===== config.mk =====
export PLATFORM = sky130hd
export DESIGN_NAME = load_store_unit
export DESIGN_NICKNAME = d
export VERILOG_FILES = /design/src/rtl/load_store_unit.sv
export SDC_FILE = /design/constraint.sdc
export NUM_CORES = 1
export LEC_CHECK = 0
export BUFFER_PORTS_ARGS = -buffer_cell sky130_fd_sc_hd__buf_4
export CAP_MARGIN = 20
export CORE_AREA = 2 2 113 115
export DETAILED_ROUTE_END_ITERATION = 16
export DIE_AREA = 0 0 115 117
export HOLD_SLACK_MARGIN = 0.05
export PLACE_DENSITY = 0.75
export SLEW_MARGIN = 5
export SYNTH_ARGS = -nofsm -noshare
export SYNTH_HDL_FRONTEND = slang
export SYNTH_SLANG_ARGS = --single-unit

===== constraint.sdc =====
create_clock -name clk_i -period 1.7 [get_ports clk_i]
set_input_delay 0.34 -clock clk_i [delete_from_list [all_inputs] [get_ports clk_i]]
set_output_delay 0.34 -clock clk_i [all_outputs]
set_load 0.01 [all_outputs]

===== src/rtl/load_store_unit.sv =====
// load_store_unit
//
// Memory stage of the vanilla core. Takes the execute-stage effective address,
// store operand and access type, and issues one word-aligned request at a time
// to the data memory port, using byte masks and lane replication. Load
// responses are aligned, sign- or zero-extended and presented for writeback.
// Misaligned or illegal-size accesses raise a one-cycle flag and issue nothing.
//
// Ports:
//   clk_i, reset_i        core clock, synchronous active-high reset
//   v_i / ready_o         access handshake from the execute stage
//   op_i                  01 load, 10 store, 00/11 dropped
//   size_i, unsigned_i    0 byte, 1 half, 2 word, 3 illegal; load zero-extend
//   addr_i, store_data_i  effective address, rs2 value
//   rd_i                  load destination register
//   mem_v_o ... mem_mask_o  registered memory request, held until mem_ready_i
//   mem_v_i, mem_rdata_i  load response
//   wb_v_o, wb_rd_o, wb_data_o  writeback pulse, register, extended data
//   misaligned_o          one-cycle pulse on misaligned/illegal access
//
// state    | meaning
// ---------+-----------------------------------------------------------
// ST_IDLE  | ready for a new access
// ST_REQ   | request presented on mem_*, waiting for mem_ready_i
// ST_WAIT  | load request accepted, waiting for mem_v_i

module load_store_unit #(
    parameter int data_width_p     = 32,
    parameter int reg_addr_width_p = 5
) (
    input  logic                        clk_i,
    input  logic                        reset_i,

    input  logic                        v_i,
    output logic                        ready_o,
    input  logic [1:0]                  op_i,
    input  logic [1:0]                  size_i,
    input  logic                        unsigned_i,
    input  logic [data_width_p-1:0]     addr_i,
    input  logic [data_width_p-1:0]     store_data_i,
    input  logic [reg_addr_width_p-1:0] rd_i,

    output logic                        mem_v_o,
    input  logic                        mem_ready_i,
    output logic                        mem_we_o,
    output logic [data_width_p-1:0]     mem_addr_o,
    output logic [data_width_p-1:0]     mem_wdata_o,
    output logic [3:0]                  mem_mask_o,

    input  logic                        mem_v_i,
    input  logic [data_width_p-1:0]     mem_rdata_i,

    output logic                        wb_v_o,
    output logic [reg_addr_width_p-1:0] wb_rd_o,
    output logic [data_width_p-1:0]     wb_data_o,
    output logic                        misaligned_o
);

    typedef enum logic [1:0] {
        ST_IDLE = 2'd0,
        ST_REQ  = 2'd1,
        ST_WAIT = 2'd2
    } state_e;

    state_e                      state_r;
    logic                        is_load_r;
    logic [1:0]                  size_r;
    logic                        unsigned_r;
    logic [1:0]                  off_r;
    logic [reg_addr_width_p-1:0] rd_r;

    logic                        is_load_c;
    logic                        is_store_c;
    logic                        misalign_c;
    logic [3:0]                  mask_c;
    logic [data_width_p-1:0]     wdata_c;
    logic [7:0]                  byte_sel_c;
    logic [15:0]                 half_sel_c;
    logic [data_width_p-1:0]     load_data_c;

    assign ready_o = (state_r == ST_IDLE);
    assign mem_v_o = (state_r == ST_REQ);

    assign is_load_c  = (op_i == 2'b01);
    assign is_store_c = (op_i == 2'b10);

    assign misalign_c = (size_i == 2'd3)
                      || ((size_i == 2'd1) && addr_i[0])
                      || ((size_i == 2'd2) && (addr_i[1:0] != 2'b00));

    always_comb begin
        mask_c  = 4'hF;
        wdata_c = store_data_i;
        case (size_i)
            2'd0: begin
                mask_c  = 4'b0001 << addr_i[1:0];
                wdata_c = {4{store_data_i[7:0]}};
            end
            2'd1: begin
                mask_c  = 4'b0011 << addr_i[1:0];
                wdata_c = {2{store_data_i[15:0]}};
            end
            default: begin
                mask_c  = 4'hF;
                wdata_c = store_data_i;
            end
        endcase
        if (is_load_c) begin
            wdata_c = '0;
        end
    end

    // Lane selects equal the low bits of rdata >> (8*offset); halves are
    // always 2-byte aligned here because misaligned halves never issue.
    assign byte_sel_c = mem_rdata_i[{off_r, 3'b000} +: 8];
    assign half_sel_c = mem_rdata_i[{off_r[1], 4'b0000} +: 16];

    always_comb begin
        case (size_r)
            2'd0:    load_data_c = {{24{byte_sel_c[7] & ~unsigned_r}}, byte_sel_c};
            2'd1:    load_data_c = {{16{half_sel_c[15] & ~unsigned_r}}, half_sel_c};
            default: load_data_c = mem_rdata_i;
        endcase
    end

    always_ff @(posedge clk_i) begin
        if (reset_i) begin
            state_r      <= ST_IDLE;
            is_load_r    <= 1'b0;
            size_r       <= 2'd0;
            unsigned_r   <= 1'b0;
            off_r        <= 2'd0;
            rd_r         <= '0;
            mem_we_o     <= 1'b0;
            mem_addr_o   <= '0;
            mem_wdata_o  <= '0;
            mem_mask_o   <= 4'h0;
            wb_v_o       <= 1'b0;
            wb_rd_o      <= '0;
            wb_data_o    <= '0;
            misaligned_o <= 1'b0;
        end else begin
            wb_v_o       <= 1'b0;
            misaligned_o <= 1'b0;
            case (state_r)
                ST_IDLE: begin
                    if (v_i && (is_load_c || is_store_c)) begin
                        if (misalign_c) begin
                            misaligned_o <= 1'b1;
                        end else begin
                            is_load_r   <= is_load_c;
                            size_r      <= size_i;
                            unsigned_r  <= unsigned_i;
                            off_r       <= addr_i[1:0];
                            rd_r        <= rd_i;
                            mem_we_o    <= is_store_c;
                            mem_addr_o  <= {addr_i[data_width_p-1:2], 2'b00};
                            mem_wdata_o <= wdata_c;
                            mem_mask_o  <= mask_c;
                            state_r     <= ST_REQ;
                        end
                    end
                end
                ST_REQ: begin
                    if (mem_ready_i) begin
                        state_r <= is_load_r ? ST_WAIT : ST_IDLE;
                    end
                end
                ST_WAIT: begin
                    if (mem_v_i) begin
                        wb_data_o <= load_data_c;
                        wb_rd_o   <= rd_r;
                        wb_v_o    <= (rd_r != '0);
                        state_r   <= ST_IDLE;
                    end
                end
                default: state_r <= ST_IDLE;
            endcase
        end
    end

endmodule


---- After elaboration in Yosys (flattened, before gate mapping) ----
Cells that the tools add are included.
storage, ports and cells
  output and inout bits ................... 110
  logic and storage cells ................. 65
  bits in registers ....................... 119
  input port bits ......................... 111
operators by class
  reduce and logical (&&, ||, !) cells .... 16
  equal/unequal tests ..................... 12
  shift operators ......................... 4
  bitwise operators ....................... 8
  mux-type cells .......................... 11
operators by type and width
  kind                                                   count
  case mux 32 bit (2 select lines)                       2
  two-way mux 32 bit                                     1
  indexed part select 32 x 6 -> 16 bit                   1
  indexed part select 32 x 6 -> 8 bit                    1
  two-way mux 2 bit                                      5
  equality test 2 x 1 -> 1 bit, second input constant    4
  equality test 2 bit, second input constant             4
  case mux 4 bit (2 select lines)                        1
  zero test 2 bit                                        3
  NOT 1 bit                                              6
  case mux 2 bit (3 select lines)                        1
  OR reduction 3 bit                                     2
  nonzero test 5 bit                                     1
  inequality test 2 x 1 -> 1 bit, second input constant  2
  inequality test 2 bit, second input constant           2
  AND reduction 4 bit                                    1
  left shift 1 x 2 -> 4 bit, first input constant        1
  left shift 2 x 2 -> 4 bit, first input constant        1
  logical AND 1 bit                                      3
  logical OR 1 bit                                       3
  AND reduction 3 bit                                    1
  bitwise AND 1 bit                                      2
  AND reduction 2 bit                                    1
  nonzero test 2 bit                                     1
  two-way mux 1 bit                                      1

---- Logic depth before layout (Yosys ltp) ----
Gate-level depths: netlist (run 1).
  depth after elaboration ................. 7
  depth in mapped cells ................... 8
  mapped depth without buffers ............ 6

---- Worst setup path before layout (run 1) ----
Ideal clock, no wire load.
  path type ............................... in2reg
  start point ............................. in op_i[0]
  end point ............................... reg mem_wdata_o[24]
  arrival time ............................ 1654 ps
  slack ................................... -24 ps
  required time ........................... 1630 ps
  buffers on the path ..................... 1
  stages .................................. 7
  setup time .............................. 70 ps
  cell sequence ........................... inv_1 -> ha_1 -> nor4b_4 -> nand2b_1 -> or3_4 -> buf_6 -> o2bb2ai_1
between the ends
  cells in the longest elaborated chain, start to end .. 4
  elaborated cells on any way between the ends .. 6
  classes of those cells .................. 2 x eq/ne; 1 x mux; 3 x reduce/logical
ends and longest elaborated chain
  what                                                                        line    text
  start: declaration                                                          36      input logic [1:0] op_i,
  equality test 2 x 1 -> 1 bit / equality test 2 bit (equally long branches)  84, 85
  logical OR 1 bit                                                            147     if (v_i && (is_load_c || is_store_c)) begin
  logical AND 1 bit                                                           147
  AND reduction 3 bit (no line)                                               --
  end signal: assignment                                                      158     mem_wdata_o <= wdata_c;
  end: declaration                                                            47      output logic [data_width_p-1:0] mem_wdata_o,
Several ways; a longest one is shown, not always the timed one.
A chain may end at the register's enable or synchronous reset.

---- Worst setup path after layout (run 1) ----
  start point ............................. reg off_r[1]
  end point ............................... reg wb_data_o[3]
between the ends
  cells in the longest elaborated chain, start to end .. 2
  elaborated cells on any way between the ends .. 3
  classes of those cells .................. 2 x shift; 1 x mux
ends and longest elaborated chain
  what                                                                                                line      text
  start: declaration                                                                                  69        logic [1:0] off_r;
  start signal: assignment                                                                            154       off_r <= addr_i[1:0];
  indexed part select 32 x 6 -> 16 bit / indexed part select 32 x 6 -> 8 bit (equally long branches)  116, 115
  case mux 32 bit (2 select lines) *                                                                  119       case (size_r)
  end signal: assignment                                                                              171       wb_data_o <= load_data_c;
  end: declaration                                                                                    55        output logic [data_width_p-1:0] wb_data_o,
Every way passes the cells marked *; elsewhere a longest branch is shown, timed or not.

==> results.json, run 1 <==
{
  "cts_tree": "yes",
  "required_ps": 1980,
  "async_reset_ff_share_pct": 0,
  "place_congestion": 0.844,
  "rows": 41,
  "yosysUniqueCellTypes": 41,
  "start_kind": "register",
  "slew_headroom_pct": 56.6,
  "vias_per_cell": 5.28,
  "synth_top_area_share_pct": 46.3,
  "cp-end-kind": "register",
  "drt-total-wl_mm": 16.1,
  "fin_crit_sh_pct": 96.0,
  "placedCellCount": 958,
  "h-tree-depth": 4,
  "syn_avg_cell_area_um2": 8.54,
  "design.core.area_um2": 12300,
  "io_buffer_count": 218,
  "grt_max_degree": 106,
  "finish.utilization_pct": 63.3,
  "grt_first_pass_wirelength_mm": 24.5,
  "irDropWorstVdd_v": 0.000602,
  "setup_viol": 0,
  "nNetsFinal": 944,
  "grt_pass1_vias": 4926,
  "comb_power_share_pct": 11.8,
  "tightest_slew_ps": 650,
  "cts_buffers": 17,
  "pwr-share-seq_pct": 38.8,
  "p_clk_share_pct": 49.4,
  "clk_latency_ps": 420,
  "clkTransAtPathRegs_ps": 50,
  "powerDensity_nw_per_um2": 964,
  "cts-root-buf": "clkbuf_16",
  "syn_to_final_growth_pct": 51.5,
  "p_sw_share_pct": 22.6,
  "stdcell_count": 994,
  "p_switching_mw": 1.70,
  "cts_max_path_buffers": 2,
  "grt_usage_pct": 23.4,
  "yosys_register_bits": 119,
  "syn_area_um2": 5150,
  "synth_top_flop_cell": "dfxtp_1",
  "cts_hold_buf": 0,
  "antenna_left": 0,
  "timing.fmax_ghz": 0.613,
  "antenna_found_initial": 0,
  "yosysMostFrequentCell": "nand2_1",
  "hp-class": "in2reg",
  "wire_per_inst_um": 16.2,
  "start_util_pct": 41.8,
  "finalSetupTns_ps": 0,
  "clock_skew_ps": 9.11,
  "synth_warnings": 0,
  "fp.dieH_um": 117,
  "dpl.hpwl_mm": 11.6,
  "drt_iter0_markers": 315,
  "drive_above_1_share_pct": 38.4,
  "dr.pass1.iters": 5,
  "overflow": 0,
  "crit_arrival_ps": 1910,
  "cap_violations": 0,
  "ios": 221,
  "dieArea_um2": 13500,
  "synthTopCellsByCount": "nand2_1, dfxtp_1, a21oi_1",
  "die_x_um": 115,
  "rsz0062_at_grt": "true",
  "ys_seq_area_share_pct": 46.3,
  "synth_top_area_cell": "dfxtp_1",
  "cp_max_fo": 17,
  "antenna_cells": 0,
  "hold_viol": 0,
  "leakagePower_nw": 3.25,
  "internal_power_mw": 5.81,
  "synth_edf_count": 0,
  "via_count": 5250,
  "synthCells": 603,
  "clock_sinks": 119,
  "status": "complete, no violations",
  "crit_type": "reg2reg",
  "slew_violations": 0,
  "remaining_drc_errors": 0,
  "synthTopCellsByArea": "dfxtp_1, nand2_1, a21oi_1",
  "finalCriticalPeriod_ps": 1630
}
## registers in the layout, summed over array words and instances, names as in the netlist
signal	count
mem_mask_o	4
unsigned_r	1
wb_v_o	1
misaligned_o	1
mem_addr_o	30
size_r	2
state_r	2
rd_r	5
off_r	2
wb_rd_o	5
wb_data_o	32
mem_we_o	1
is_load_r	1
mem_wdata_o	32
## critical path, cell delays in order, from the launching register on
cell	delay, ps
dfxtp_2	380
buf_12	170
mux2_2	350
a221o_1	330
a21oi_1	190
nor3_1	80
## kinds of logic after synthesis
family | synth area share, %
AOI/OAI and AO/OA | 19.1
adders and majority gates | 0.486
and+or+nand+nor | 20.6
muxes | 8.22
buffers and inverters | 5.30
other | 0.0729
DFF | 46.3
## power groups by stage
stage	logic [mW]	registers, mW	clock network [mW]
after floorplan	0.366	2.99	0
after global placement	0.843	2.97	0
after detailed placement	0.862	2.97	0
after CTS	0.868	2.91	3.77
after global routing	0.952	2.92	3.91
final	0.886	2.91	3.71
## through the flow
stage | power (mW) | hold WS (ps) | setup WS [ps] | cell area (um2)
after CTS | 7.55 | 158 | 30.4 | 7740
after floorplan | 3.36 | 436 | -2.22 | 5170
final | 7.51 | 168 | 68.4 | 7800
after detailed placement | 3.83 | 447 | -303 | 7120
after global routing | 7.79 | 156 | -0.0655 | 7800
after global placement | 3.81 | 442 | -266 | 7120
## final cells by class
cell class              count  area (um2)
inverters                   5        21.3
clock inverters             8         118
well taps                 150         188
repair buffers            258        2050
flip-flops and latches    119        2380
multi-input cells         430        2530
clock buffers              24         502
fillers                  1008        4520
## metal layers
metal	share of wire (%)	up-vias	wire length (um)	global-route usage [%]
met4	2.9	0	461	11.1
met2	47	219	7530	37.6
met3	9.2	30	1480	9.27
li1	-	2540	-	-
met1	41	2461	6630	27.5
met5	0	-	0	0
## placed cells by master, fill, tap and decap left out, types with 3 or more instances in the layout
master	instances
clkinv_2	4
o21ai_0	7
a21oi_1	84
buf_12	9
dfxtp_1	117
clkbuf_16	17
buf_4	248
a211oi_1	26
a221o_1	7
o2bb2ai_1	9
mux2_2	14
clkbuf_8	5
nand2_1	137
nand3b_1	18
nor2_1	41
or3_1	12
o2bb2ai_2	6
nor3_1	14
mux2i_1	25
bufinv_16	3
nand2b_1	5
inv_1	4
## final timing paths
| check | from | endpoint | slack, ps | cells past startpoint |
|---|---|---|---|---|
| worst max-delay path | off_r[1] | wb_data_o[3] | 70 | 5 |
| worst min-delay path | addr_i[13] | mem_addr_o[13] | 170 | 3 |
| worst max register to register | off_r[1] | wb_data_o[3] | 70 | 5 |
| worst min register to register | mem_wdata_o[17] | mem_wdata_o[17] | 450 | 2 |
## timing repair
| item | 4_1_cts | 5_1_grt |
|---|---|---|
| gates resized for setup | 3 | 6 |
| buffers inserted | 0 | 4 |
| pin swaps | 0 | 2 |
| endpoints found under the hold margin | 0 | 0 |
| setup endpoints to repair | 6 | 38 |
Power figures use the tool's default switching activity.
==> inputs of run 2 (changes only) <==
- PLACE_DENSITY: 0.75 -> 0.84
==> results.json, run 2 (synthesis gave the netlist of run 1 again) <==
{
  "vias_per_cell": 5.29,
  "status": "complete, no violations",
  "final_common_cell": "buf_4",
  "dpl.hpwl_mm": 10.9,
  "grtUsageMet3_pct": 7.21,
  "reg.largest.list": "mem_wdata_o (32), wb_data_o (32), mem_addr_o (30)",
  "worstPathCellList": "nor4b_4 > buf_4 > nand2b_1 > or3_4 > o2bb2ai_1",
  "tightest_slew_ps": 727,
  "syn_to_final_growth_pct": 50.9,
  "final_cell_mix": "buf_4, nand2_1, dfxtp_1",
  "setup_viol": 0,
  "h-tree-depth": 4,
  "cap_violations": 0,
  "crit_arrival_ps": 1990,
  "fin_crit_sh_pct": 96.9,
  "critical-path-top-delay-family": "simple AND/OR/NAND/NOR gates",
  "dieArea_um2": 13500,
  "remaining_drc_errors": 0,
  "cp_slowest_cell": "or3_4",
  "use_met1_pct": 27.7,
  "slew_headroom_pct": 51.6,
  "required_ps": 2040,
  "clock_sinks": 119,
  "busiest_layer": "met2",
  "rsz0062_at_grt": "false",
  "ios": 221,
  "wire_per_inst_um": 15.8,
  "io_buffer_count": 218,
  "overflow": 0,
  "drt-total-wl_mm": 15.7,
  "clock_skew_ps": 4.84,
  "clkTransAtPathRegs_ps": 50,
  "cp_max_fo": 7,
  "stdcell_count": 995,
  "finish.utilization_pct": 63.1,
  "dr.pass1.iters": 4,
  "antenna_left": 0,
  "critPathMaxStageDelay_ps": 450,
  "cts_tree": "yes",
  "cp-end-kind": "register",
  "die_x_um": 115,
  "met2_usage_pct": 35.5,
  "powerDensity_nw_per_um2": 970,
  "grt_pass1_vias": 4822,
  "critPathBufInv": 1,
  "cts-root-buf": "clkbuf_16",
  "leakagePower_nw": 3.23,
  "clk_latency_ps": 410,
  "cts_buffers": 17,
  "slew_violations": 0,
  "placedCellCount": 959,
  "rows": 41,
  "finalCriticalPeriod_ps": 1650,
  "start_kind": "register",
  "drt_iter0_markers": 271,
  "design.core.area_um2": 12300,
  "grt_max_degree": 86,
  "cts_max_path_buffers": 2,
  "cts_hold_buf": 0,
  "grt_usage_pct": 22.6,
  "grt_first_pass_wirelength_mm": 23.6,
  "crit_type": "reg2reg",
  "via_count": 5267,
  "drive_above_1_share_pct": 38.6,
  "nNetsFinal": 945,
  "irDropWorstVdd_v": 0.000707,
  "nFillCells": 1038,
  "start_util_pct": 41.8,
  "hp-class": "in2reg",
  "hold_viol": 0,
  "fp.dieH_um": 117,
  "timing.fmax_ghz": 0.607,
  "place_congestion": 0.850,
  "antenna_cells": 0,
  "antenna_found_initial": 0
}
-- run 2: cell count changes in the layout (fill, tap and decap cells not counted), sizes merged --
cell	previous run	this run
or3	13	14
buf	258	257
bufinv	3	4
clkbuf	24	23
o21ai	9	10
-- run 2: power by group --
group          leakage [nW]  switching (mW)  internal, mW  total [mW]
clock network         0.301            1.22          2.52        3.74
logic                  1.97           0.435         0.447       0.883
registers             0.965          0.0460          2.87        2.91
-- run 2: area by class of cell --
class                      instances  area (um2)  area share (%)
timing repair buffer             257        1990            25.6
inverter                           5        21.3           0.274
multi-input combinational        432        2570            33.1
tap                              150         188            2.42
clock buffer                      23         468            6.02
sequential                       119        2390            30.7
clock inverter                     9         148            1.90
-- run 2: layer usage --
metal	wire (um)	up-vias
li1	-	2558
met1	6610	2439
met2	7260	227
met3	1260	43
met4	553	0
met5	0	-
-- run 2: metrics by stage --
| step | instance area, um2 | total power, mW | hold WS (ps) | setup TNS (ps) | setup slack [ps] |
|---|---|---|---|---|---|
| after floorplan | 5170 | 3.36 | 436 | -2.22 | -2.22 |
| after global placement | 7070 | 3.80 | 439 | -18750 | -317 |
| after detailed placement | 7070 | 3.82 | 445 | -21500 | -396 |
| after CTS | 7690 | 7.57 | 158 | 0 | 0.657 |
| after global routing | 7770 | 7.79 | 161 | 0 | 1.28 |
| final | 7770 | 7.53 | 171 | 0 | 52.3 |
-- run 2: worst paths after layout --
kind / from / endpoint / slack [ps] / depth (start not counted)
worst max-delay path: state_r[1] / mem_wdata_o[31] / 50 / 5
worst min register to register: mem_wdata_o[0] / mem_wdata_o[0] / 450 / 2
worst max register to register: state_r[1] / mem_wdata_o[31] / 50 / 5
worst min-delay path: addr_i[15] / mem_addr_o[15] / 170 / 3
-- run 2: worst reg2reg max path: stages, from the launching register on --
cell,delay [ps]
dfxtp_2,340
nor4b_4,360
buf_4,170
nand2b_1,100
or3_4,450
o2bb2ai_1,160
-- run 2: repair_timing --
action,in CTS,in global routing
buffers inserted,0,2
pin swaps,2,2
endpoints found under the setup margin,15,85
cloned,0,2
gates resized for setup,1,12
